### config.mk
export PLATFORM = sky130hd
export DESIGN_NAME = piso_flat
export DESIGN_NICKNAME = d
export VERILOG_FILES = /design/src/rtl/piso_if.sv /design/src/rtl/piso.sv /design/src/flat_wrapper.sv
export SDC_FILE = /design/constraint.sdc
export NUM_CORES = 1
export LEC_CHECK = 0
export BUFFER_PORTS_ARGS = -buffer_cell sky130_fd_sc_hd__buf_2
export CORE_MARGIN = 2
export CORE_UTILIZATION = 25
export DETAILED_ROUTE_END_ITERATION = 7
export HOLD_SLACK_MARGIN = 0.06
export REMOVE_ABC_BUFFERS = 1
export SYNTH_ARGS = -nofsm -noshare
export SYNTH_HDL_FRONTEND = slang
export SYNTH_SLANG_ARGS = --single-unit
### constraint.sdc
create_clock -name clk -period 4.7 [get_ports clk]
set_input_delay 0.94 -clock clk [delete_from_list [all_inputs] [get_ports clk]]
set_output_delay 0.94 -clock clk [all_outputs]
set_load 0.05 [all_outputs]
### src/rtl/piso_if.sv
// rtl/piso_if.sv - handshake bundle between a word producer, the piso converter and a slice consumer
//
// Purpose: groups the word-side and slice-side handshakes of the piso width
//          down-converter so they travel as one port.
// Signals:
//   in_valid  producer has a word on data_in
//   data_in   parallel word, DATA_IN_WIDTH bits
//   ready     converter can take a word this cycle
//   data_out  current slice, DATA_OUT_WIDTH bits
//   out_valid data_out holds a valid slice
//   out_ready consumer takes data_out this cycle
//   out_last  current slice is the most-significant slice of its word
// Modports:
//   slave  - the converter side
//   master - the side that drives words and accepts slices

interface piso_if #(
  parameter int DATA_IN_WIDTH  = 64,
  parameter int DATA_OUT_WIDTH = 16
);
  logic                      in_valid;
  logic [DATA_IN_WIDTH-1:0]  data_in;
  logic                      ready;
  logic [DATA_OUT_WIDTH-1:0] data_out;
  logic                      out_valid;
  logic                      out_ready;
  logic                      out_last;

  modport slave (
    input  in_valid,
    input  data_in,
    input  out_ready,
    output ready,
    output data_out,
    output out_valid,
    output out_last
  );

  modport master (
    output in_valid,
    output data_in,
    output out_ready,
    input  ready,
    input  data_out,
    input  out_valid,
    input  out_last
  );
endinterface

### src/rtl/piso.sv
// rtl/piso.sv - parallel-in/serial-out width down-converter with a one-word holding buffer
//
// Purpose: takes one DATA_IN_WIDTH word per valid/ready handshake and emits it as
//          NUM_SHIFTS = DATA_IN_WIDTH/DATA_OUT_WIDTH slices, least-significant first.
//          A holding buffer behind the shift register lets the next word wait so
//          slices stream at one per cycle with no gap between words.
//          DATA_IN_WIDTH must be an integer multiple of DATA_OUT_WIDTH.
// Ports:
//   clk    rising-edge clock
//   reset  asynchronous active-high reset
//   bus    piso_if.slave: in_valid/data_in/ready word side,
//          data_out/out_valid/out_ready/out_last slice side

module piso #(
  parameter int DATA_IN_WIDTH  = 64,
  parameter int DATA_OUT_WIDTH = 16
) (
  input logic   clk,
  input logic   reset,
  piso_if.slave bus
);

  localparam int NUM_SHIFTS = DATA_IN_WIDTH / DATA_OUT_WIDTH;
  localparam int CNT_W      = $clog2(NUM_SHIFTS) + 1;
  localparam logic [CNT_W-1:0] LAST_CNT = CNT_W'(NUM_SHIFTS - 1);

  // EMPTY: nothing held; BUSY: sreg holds a word; FULL: sreg and buffer both hold words.
  // The state alone encodes sreg_valid/buf_valid, so the unreachable
  // "buffer without shift register" combination cannot be represented.
  typedef enum logic [1:0] {
    EMPTY = 2'd0,
    BUSY  = 2'd1,
    FULL  = 2'd2
  } state_t;

  state_t                   state, state_nxt;
  logic [DATA_IN_WIDTH-1:0] sreg, sreg_nxt;
  logic [DATA_IN_WIDTH-1:0] buf_data, buf_nxt;
  logic [CNT_W-1:0]         cnt, cnt_nxt;
  logic [DATA_IN_WIDTH-1:0] sreg_shifted;

  logic sreg_valid;
  logic buf_valid;
  logic is_last;
  logic accept;
  logic xfer;
  logic xfer_last;

  assign sreg_valid = (state != EMPTY);
  assign buf_valid  = (state == FULL);
  assign is_last    = (cnt == LAST_CNT);

  // ready is forced low while reset is held so nothing is taken mid-reset.
  assign bus.ready     = !buf_valid && !reset;
  assign bus.out_valid = sreg_valid;
  assign bus.data_out  = sreg[DATA_OUT_WIDTH-1:0];
  assign bus.out_last  = sreg_valid && is_last;

  assign accept    = bus.in_valid && bus.ready;
  assign xfer      = bus.out_valid && bus.out_ready;
  assign xfer_last = xfer && is_last;

  // With a single slice per word the register never shifts, so the
  // part-select below would be empty; that case passes sreg through.
  generate
    if (NUM_SHIFTS > 1) begin : g_shift
      assign sreg_shifted = {{DATA_OUT_WIDTH{1'b0}}, sreg[DATA_IN_WIDTH-1:DATA_OUT_WIDTH]};
    end else begin : g_no_shift
      assign sreg_shifted = sreg;
    end
  endgenerate

  always_ff @(posedge clk or posedge reset) begin
    if (reset) begin
      state    <= EMPTY;
      sreg     <= '0;
      buf_data <= '0;
      cnt      <= '0;
    end else begin
      state    <= state_nxt;
      sreg     <= sreg_nxt;
      buf_data <= buf_nxt;
      cnt      <= cnt_nxt;
    end
  end

  always_comb begin
    state_nxt = state;
    sreg_nxt  = sreg;
    buf_nxt   = buf_data;
    cnt_nxt   = cnt;

    case (state)
      EMPTY: begin
        if (accept) begin
          sreg_nxt  = bus.data_in;
          cnt_nxt   = '0;
          state_nxt = BUSY;
        end
      end

      BUSY: begin
        if (xfer_last) begin
          // A word arriving on the same edge as the final slice goes straight
          // into sreg; the buffer is only used when sreg is still draining.
          cnt_nxt = '0;
          if (accept) begin
            sreg_nxt = bus.data_in;
          end else begin
            state_nxt = EMPTY;
          end
        end else begin
          if (xfer) begin
            sreg_nxt = sreg_shifted;
            cnt_nxt  = cnt + CNT_W'(1);
          end
          if (accept) begin
            buf_nxt   = bus.data_in;
            state_nxt = FULL;
          end
        end
      end

      FULL: begin
        // ready is low here, so no word can arrive; only the slice side moves.
        if (xfer_last) begin
          sreg_nxt  = buf_data;
          cnt_nxt   = '0;
          state_nxt = BUSY;
        end else if (xfer) begin
          sreg_nxt = sreg_shifted;
          cnt_nxt  = cnt + CNT_W'(1);
        end
      end

      default: begin
        state_nxt = EMPTY;
      end
    endcase
  end

endmodule

### src/flat_wrapper.sv
// flat-port wrapper written by rule: the top's interface ports become plain ports
module piso_flat 
#(
  parameter int DATA_IN_WIDTH  = 64,
  parameter int DATA_OUT_WIDTH = 16
)
  (clk, reset, bus_in_valid, bus_data_in, bus_out_ready, bus_ready, bus_data_out, bus_out_valid, bus_out_last);
  piso_if #(.DATA_IN_WIDTH(DATA_IN_WIDTH), .DATA_OUT_WIDTH(DATA_OUT_WIDTH)) bus_i ();
  input logic clk;
  input logic reset;
  input wire logic [$bits(bus_i.in_valid)-1:0] bus_in_valid;
  input wire logic [$bits(bus_i.data_in)-1:0] bus_data_in;
  input wire logic [$bits(bus_i.out_ready)-1:0] bus_out_ready;
  output wire logic [$bits(bus_i.ready)-1:0] bus_ready;
  output wire logic [$bits(bus_i.data_out)-1:0] bus_data_out;
  output wire logic [$bits(bus_i.out_valid)-1:0] bus_out_valid;
  output wire logic [$bits(bus_i.out_last)-1:0] bus_out_last;
  assign bus_i.in_valid = bus_in_valid;
  assign bus_i.data_in = bus_data_in;
  assign bus_i.out_ready = bus_out_ready;
  assign bus_ready = bus_i.ready;
  assign bus_data_out = bus_i.data_out;
  assign bus_out_valid = bus_i.out_valid;
  assign bus_out_last = bus_i.out_last;
  piso #(.DATA_IN_WIDTH(DATA_IN_WIDTH), .DATA_OUT_WIDTH(DATA_OUT_WIDTH)) u_core (.clk(clk), .reset(reset), .bus(bus_i));
endmodule
# ---- Word-level counts from Yosys, hierarchy flattened
# Cells that the tools add are included.
dict set report totals {
  out_inout_bits 19
  elab_cells 44
  in_bits 68
  ff_bits 133
}
dict set report classes {
  add_sub_neg 1
  muxes 15
  reduce_logical 15
  bitwise 1
  eq_ne 8
}
# op count
set op_table {}
lappend op_table {{two-way mux 64 bit} 4}
lappend op_table {{case mux 64 bit (3 select lines)} 1}
lappend op_table {{two-way mux 2 bit} 5}
lappend op_table {{two-way mux 3 bit} 3}
lappend op_table {{!= test 3 x 1 -> 1 bit (second input constant)} 2}
lappend op_table {{case mux 2 bit (3 select lines)} 1}
lappend op_table {{case mux 3 bit (2 select lines)} 1}
lappend op_table {{AND reduction 3 bit} 2}
lappend op_table {{logical AND 1 bit} 5}
lappend op_table {{AND reduction 4 bit} 1}
lappend op_table {{nonzero test 2 bit} 2}
lappend op_table {{adder 3 x 1 -> 3 bit (second input constant)} 1}
lappend op_table {{== test 3 x 2 -> 1 bit (second input constant)} 1}
lappend op_table {{!= test 3 bit (second input constant)} 1}
lappend op_table {{nonzero test 3 bit} 1}
lappend op_table {{== test 2 x 1 -> 1 bit (second input constant)} 1}
lappend op_table {{== test 2 bit (second input constant)} 1}
lappend op_table {{zero test 1 bit} 2}
lappend op_table {{zero test 2 bit} 1}
lappend op_table {{!= test 2 x 1 -> 1 bit (second input constant)} 1}
lappend op_table {{!= test 2 bit (second input constant)} 1}
lappend op_table {{OR reduction 2 bit} 1}
lappend op_table {{NOT 1 bit} 1}

# ---- Logic depth before layout (Yosys ltp)
# Gate-level depths: netlist of the first run.
dict set report logic_depth {
  depth_word 7
  mapped_depth 9
  mapped_depth_nobuf 6
}

# ---- Worst setup path after synthesis of the first run
# OpenSTA, ideal clock, no wires.
dict set report synth_path {
  path_kind {in2out}
  start {in reset}
  end {out bus_ready}
  path_buffers 0
  required_time_ps 3760
  slack_ps 2145
  stages 1
  arrival_time_ps 1615
  path_cell_list {nor2_1}
}
dict set report synth_via {
  elab_chain_len 2
}
# element line_no
set synth_lines {}
lappend synth_lines {{start, declared} flat_wrapper.sv:10} ;# input logic reset;
lappend synth_lines {{zero test 1 bit} piso.sv:54} ;# assign bus.ready = !buf_valid && !reset;
lappend synth_lines {{logical AND 1 bit} piso.sv:54}
lappend synth_lines {{end, declared} flat_wrapper.sv:14} ;# output wire logic [$bits(bus_i.ready)-1:0] bus_ready;
# No other way between the ends.

# ---- Worst setup path in the final report of the first run
dict set report layout_path {
  start {reg u_core.state[0]}
  end {reg u_core.sreg[12]}
}
dict set report layout_via {
  elab_chain_len 7
  elab_cells_between_ends 15
  cone_classes {2 x eq/ne; 5 x mux; 8 x reduce/logical}
}
# element line_no
set layout_lines {}
lappend layout_lines {{start, declared} piso.sv:36} ;# state_t state, state_nxt;
lappend layout_lines {{start signal, assigned} piso.sv:80} ;# state <= state_nxt;
lappend layout_lines {{== test 2 bit} {piso.sv:50, piso.sv:93}}
lappend layout_lines {{zero test 1 bit} piso.sv:54}
lappend layout_lines {{logical AND 1 bit} piso.sv:54}
lappend layout_lines {{logical AND 1 bit} piso.sv:59} ;# assign accept = bus.in_valid && bus.ready;
lappend layout_lines {{two-way mux 64 bit} n/a}
lappend layout_lines {{two-way mux 64 bit} piso.sv:103} ;# if (xfer_last) begin
lappend layout_lines {{case mux 64 bit (3 select lines)} piso.sv:93} ;# case (state)
lappend layout_lines {{end signal, assigned} piso.sv:81} ;# sreg <= sreg_nxt;
lappend layout_lines {{end, declared} piso.sv:37} ;# logic [DATA_IN_WIDTH-1:0] sreg, sreg_nxt;
# Parallel ways exist; a longest one is shown, timed or not.
# A chain may end at the register's enable or synchronous reset.

==> results of run 1 <==
==> final timing paths <==
path,startpoint,to,slack [ns]
max in group asynchronous,reset,u_core.buf_data[56],3.08
max,u_core.state[0],u_core.sreg[12],1.73
min reg2reg,u_core.buf_data[58],u_core.buf_data[58],0.49
min in group asynchronous,reset,u_core.cnt[2],0.66
min,u_core.buf_data[58],u_core.buf_data[58],0.49
max reg2reg,u_core.state[0],u_core.sreg[12],1.73
==> synth_stat cells (2+ instances only) <==
master,instances,area (um2)
ha_1,7,87.6
nand2b_1,3,18.8
and3_1,49,307
o2bb2ai_1,49,429
mux2i_1,50,500
buf_2,22,110
clkbuf_1,29,109
dfrtp_1,133,3330
a221o_1,64,641
and2_1,17,106
nor2b_1,3,18.8
nand3_1,4,20.0
nand2_1,5,18.8
inv_1,7,26.3
nor2_1,19,71.3
a32oi_1,16,140
mux2_2,64,721
buf_4,16,120
o21ai_0,2,10.0
buf_6,4,45.0
==> kinds of logic (layout without fill, tap and decap cells) <==
logic type      Yosys count  count (layout)  synth area share [%]
other cells               0               1                     0
compound gates          140             140                  18.5
buf+inv                  78             133                  5.90
flops                   133             133                  47.9
fa+ha+maj                 7               7                  1.26
simple gates            106             106                  8.91
mux                     114             114                  17.6
==> where the power goes <==
| group | internal, W | total [W] | switching [W] |
|---|---|---|---|
| clock | 0.000803 | 0.00131 | 0.000505 |
| sequential | 0.00167 | 0.00199 | 0.000319 |
| combinational | 0.000933 | 0.00237 | 0.00144 |
==> worst max-delay path, cell delays in order (launching register included) <==
cell	delay, ns
dfrtp_1	0.40
inv_1	0.11
ha_1	0.24
buf_4	0.21
or2_2	0.48
nand2_2	0.89
o2bb2ai_1	0.18
a221o_1	0.33
==> layer usage <==
| layer | vias up | GRT usage (%) | share of wire, % |
|---|---|---|---|
| li1 | 2314 | - | - |
| met1 | 2549 | 18.6 | 47 |
| met2 | 123 | 21.5 | 47 |
| met3 | 16 | 2.66 | 4.0 |
| met4 | 0 | 4.12 | 1.4 |
| met5 | - | 0 | 0 |
==> final cells by class <==
type,instances,area [um2],area share (%)
sequential,133,3330,40.8
multi-input combinational,367,3260,40.0
timing repair buffer,94,490,6.01
tap,378,473,5.80
clock buffer,22,464,5.69
clock inverter,10,105,1.29
inverter,7,31.3,0.383
antenna,1,2.50,0.0307
==> stage by stage <==
stage          util (%)  hold slack, ns  instances  worst slack (ns)
6_report           29.6           0.494       1012              1.73
5_1_grt            29.6           0.507       1012              1.49
4_1_cts            29.6           0.497       1011              1.72
3_5_place_dp       27.5           0.485        979              1.52
3_3_place_gp       27.5           0.479        979              1.59
2_1_floorplan         -           0.471        507            0.0302
==> cell usage in the layout, fill, tap and decap left out, types with 2 or more instances in the layout <==
cell type	netlist	final
nor2_1	19	19
ha_1	7	7
and3_1	49	49
o21ai_0	2	2
and2_1	17	16
buf_4	16	8
buf_2	22	86
nand2b_1	3	2
clkbuf_8	0	2
bufinv_16	0	2
nand2_1	5	3
clkinvlp_4	0	2
inv_1	7	6
a221o_1	64	64
nand3_1	4	4
clkinv_2	0	6
o2bb2ai_1	49	49
clkbuf_1	29	3
nor2b_4	0	2
mux2i_1	50	50
clkbuf_16	0	17
mux2_2	64	64
a32oi_1	16	16
dfrtp_1	133	133
==> registers in the layout, indices dropped and copies added (netlist names) <==
signal           flops
u_core.buf_data     64
u_core.sreg         64
u_core.cnt           3
u_core.state         2
==> metrics.txt, run 1 <==
outcome=finished, final reports clean; Max-slew headroom=17.8%; H-Tree Depth=4; Worst EP required=5.00 ns; initial antenna violation count=1; Leakage=3.72 nW; layout cell share with drive strength beyond 1=31.8%; DRC Markers=0; clock latency on the worst-skew pair=0.42 ns; Initial Utilization=25.2%; Post-synth EDFFs=0; Post-synth ARST share=100%; Max Cap Violations=0; clk slew on worst S/H paths=0.06 ns; syn_area_per_cell=12.0 um2; Root Driver=clkbuf_16; unrepaired setup endpoints after global routing=no; largest net degree at the start of global routing=81; CP Data Arrival Time=3.28 ns; first-pass GRT wire length=30200 um; die width=171 um; I/O pins=87; Peak Freq=0.336 GHz; GP Congestion=0.738; commonest register cell after synthesis=dfrtp_1; Setup Skew=0.00783 ns; Via density=4.94; overall die height=171 um; Area growth syn-to-layout=17.3%; drt pass-1 iters=5; post-cts hold buffer count=0; Final period util=63.3%; via count of the first global-routing pass=5148; Post-CTS Setup Bufs=0; Worst Hold Class=register to register; # fillers=2816; crit path max fanout=48; synth unique cells=35; sequential area share after synthesis=47.9%; peak supply drop=0.343 mV; R2R cell count=7; TNS Setup=0 ns; pwr dens=695 nW/um2; hold path depth=1; Synth Warn #=0; HPWL after detailed placement=11200 um; row cnt=61; # resized after CTS=0; Total Nets Final=695; CTS tree=done; die area=29200 um2; core area=27600 um2; Synth Cell Area=6950 um2; CTS Sinks=133; DR vias=5002; crit path launch type=register; CP Class=register to register; Pins Over Slew Limit=0; Worst Max-Slew Pin Slew=1.23 ns; Routed Antenna Nets=0; Crit. End Element=register; Seq cells post-synth=133; setup violators final=0; GR Util All Layers=13.5%; Synth Instances=578; Routed Wire Length=19200 um; fin area=8160 um2; port bufs=86; GRT overflow=0; CTS max path bufs=2; placed cell areas=7580 um2; Tot Pwr=0.00567 W; CTS buffer count=17; Initial DRC Count=399; endpoints failing hold=0; min Tclk post-route=2.97 ns; mean routed wirelength per cell=18.9 um
Power figures use the tool's default switching activity.
==> inputs of run 2 (changes only) <==
==> constraint.sdc (replaced) <==
create_clock -name clk -period 3 [get_ports clk]
set_input_delay 0.6 -clock clk [delete_from_list [all_inputs] [get_ports clk]]
set_output_delay 0.6 -clock clk [all_outputs]
set_load 0.05 [all_outputs]
==> run 2 against run 1 <==
  * Clock power grew 56%
  * Hold slack lost 0.27 ns
  * Cell area grew 1.2%
  * Total power grew 57%
  * Global-route usage shrank 0.49 points
  * Setup slack lost 1.3 ns
  * Via count grew 0.92%
  * Critical path depth is the same
  * Critical endpoint is now u_core.sreg[57]
==> metrics.txt, run 2 (synthesis results as in run 1) <==
outcome=finished, final reports clean; die width=171 um; Pins Over Slew Limit=0; post-cts hold buffer count=0; CP Class=register to register; Routed Wire Length=18800 um; commonest non-fill, non-tap cell in the layout=dfrtp_1; via count of the first global-routing pass=5026; I/O pins=87; Root Driver=clkbuf_16; worst path cell trace=inv_1, ha_1, or3b_4, or2_4, a21oi_4, buf_4, a221o_1; GP Congestion=0.722; Via density=4.96; overall die height=171 um; Worst EP required=3.35 ns; Reg area=3330 um2; clk slew on worst S/H paths=0.06 ns; unrepaired setup endpoints after global routing=no; # resized after CTS=0; layout cell share with drive strength beyond 1=32.5%; crit path launch type=register; antenna fix cells=0; pre-CTS setup slack=0.451 ns; drt pass-1 iters=4; met2 WL=9190 um; CTS max path bufs=2; Crit. End Element=register; part of the power in registers=34.9%; crit-path max cell delay=0.45 ns; DR top layer=met4; Worst Max-Slew Pin Slew=0.923 ns; biggest regs=u_core.buf_data (64), u_core.sreg (64), u_core.cnt (3); CTS Sinks=133; switching power=0.00352 W; CP max stage cell=or2_4; Setup Skew=0.00955 ns; row cnt=61; endpoints failing hold=0; crit path max fanout=50; Logic pwr share=42.2%; Max-slew headroom=38.4%; largest net degree at the start of global routing=65; Leakage=3.77 nW; area of the multi-input gates=3260 um2; CTS buffer count=17; peak supply drop=0.599 mV; Initial DRC Count=332; Internal=0.00540 W; H-Tree Depth=4; Peak Freq=0.394 GHz; DRC Markers=0; Initial Utilization=25.2%; die area=29200 um2; met3 routed WL=1130 um; Post-CTS Setup Bufs=0; GRT overflow=0; mean routed wirelength per cell=18.4 um; HPWL after detailed placement=11600 um; Routed Antenna Nets=0; # fillers=2816; post-route worst setup slack=0.460 ns; Tot Pwr=0.00892 W; first-pass GRT wire length=29300 um; port bufs=86; DRT met1 WL=8290 um; CTS tree=done; most frequent cells in the layout=dfrtp_1 (133), buf_2 (86), mux2_2 (64), a221o_1 (64), mux2i_1 (50); switching part of the total=39.5%; clock power share=22.9%; initial antenna violation count=0; pwr dens=1080 nW/um2; setup violators final=0; Area growth syn-to-layout=18.8%; Total Nets Final=702; clock latency on the worst-skew pair=0.42 ns; DR vias=5048; Worst Hold Class=primary input to asynchronous set/reset pin; Max Cap Violations=0; CP Data Arrival Time=2.89 ns; core area=27600 um2; min Tclk post-route=2.54 ns; R2R cell count=7; Final period util=84.7%; GR Util All Layers=13.0%
==> run 2: per-stage QoR <==
| stage | TNS [ns] | hold WS, ns | cell area, um2 | instances | util (%) |
|---|---|---|---|---|---|
| detailed placement | 0 | 0.485 | 7690 | 986 | 27.9 |
| global route | 0 | 0.263 | 8260 | 1018 | 30.0 |
| CTS | 0 | 0.250 | 8260 | 1018 | 30.0 |
| finish | 0 | 0.225 | 8260 | 1018 | 30.0 |
| global placement | 0 | 0.478 | 7690 | 986 | 27.9 |
| floorplan | -269.55 | 0.471 | 6570 | 507 | - |
==> run 2: per-layer routing <==
metal	track usage (%)	vias to the layer above
met3	2.64	12
li1	-	2324
met1	17.3	2572
met4	3.31	0
met5	0	-
met2	21.7	140
==> run 2: worst paths after layout <==
path                                startpoint             endpoint  slack, ns
setup / recovery               u_core.state[0]      u_core.sreg[57]       0.46
hold / removal                           reset        u_core.cnt[0]       0.23
setup reg to reg               u_core.state[0]      u_core.sreg[57]       0.46
hold reg to reg            u_core.buf_data[61]  u_core.buf_data[61]       0.49
max in group asynchronous                reset      u_core.sreg[61]       2.08
min in group clk                bus_data_in[0]       u_core.sreg[0]       0.43
==> run 2: critical path, delay by kind of cell, from the launching register on <==
| family | cells | cell delay (ns) |
|---|---|---|
| flip-flops | 1 | 0.39 |
| buffers and inverters | 2 | 0.52 |
| AO/OA/AOI/OAI | 2 | 0.43 |
| adder cells (fa/ha/maj) | 1 | 0.22 |
| AND/OR/NAND/NOR | 2 | 0.88 |
==> run 2: cell type report <==
class                      instances  share of cell area, %
inverter                           7                  0.379
tap                              378                   5.73
multi-input combinational        367                   39.5
timing repair buffer             101                   7.18
clock buffer                      22                   5.62
sequential                       133                   40.3
clock inverter                    10                   1.27
==> run 2: power by group through the flow <==
stage	registers, W	clock network [W]	logic (W)
after floorplan	0.00333	0	0.00237
after global placement	0.00310	0	0.00372
after detailed placement	0.00314	0	0.00381
after CTS	0.00311	0.00208	0.00381
after global routing	0.00320	0.00217	0.00409
final	0.00311	0.00204	0.00377
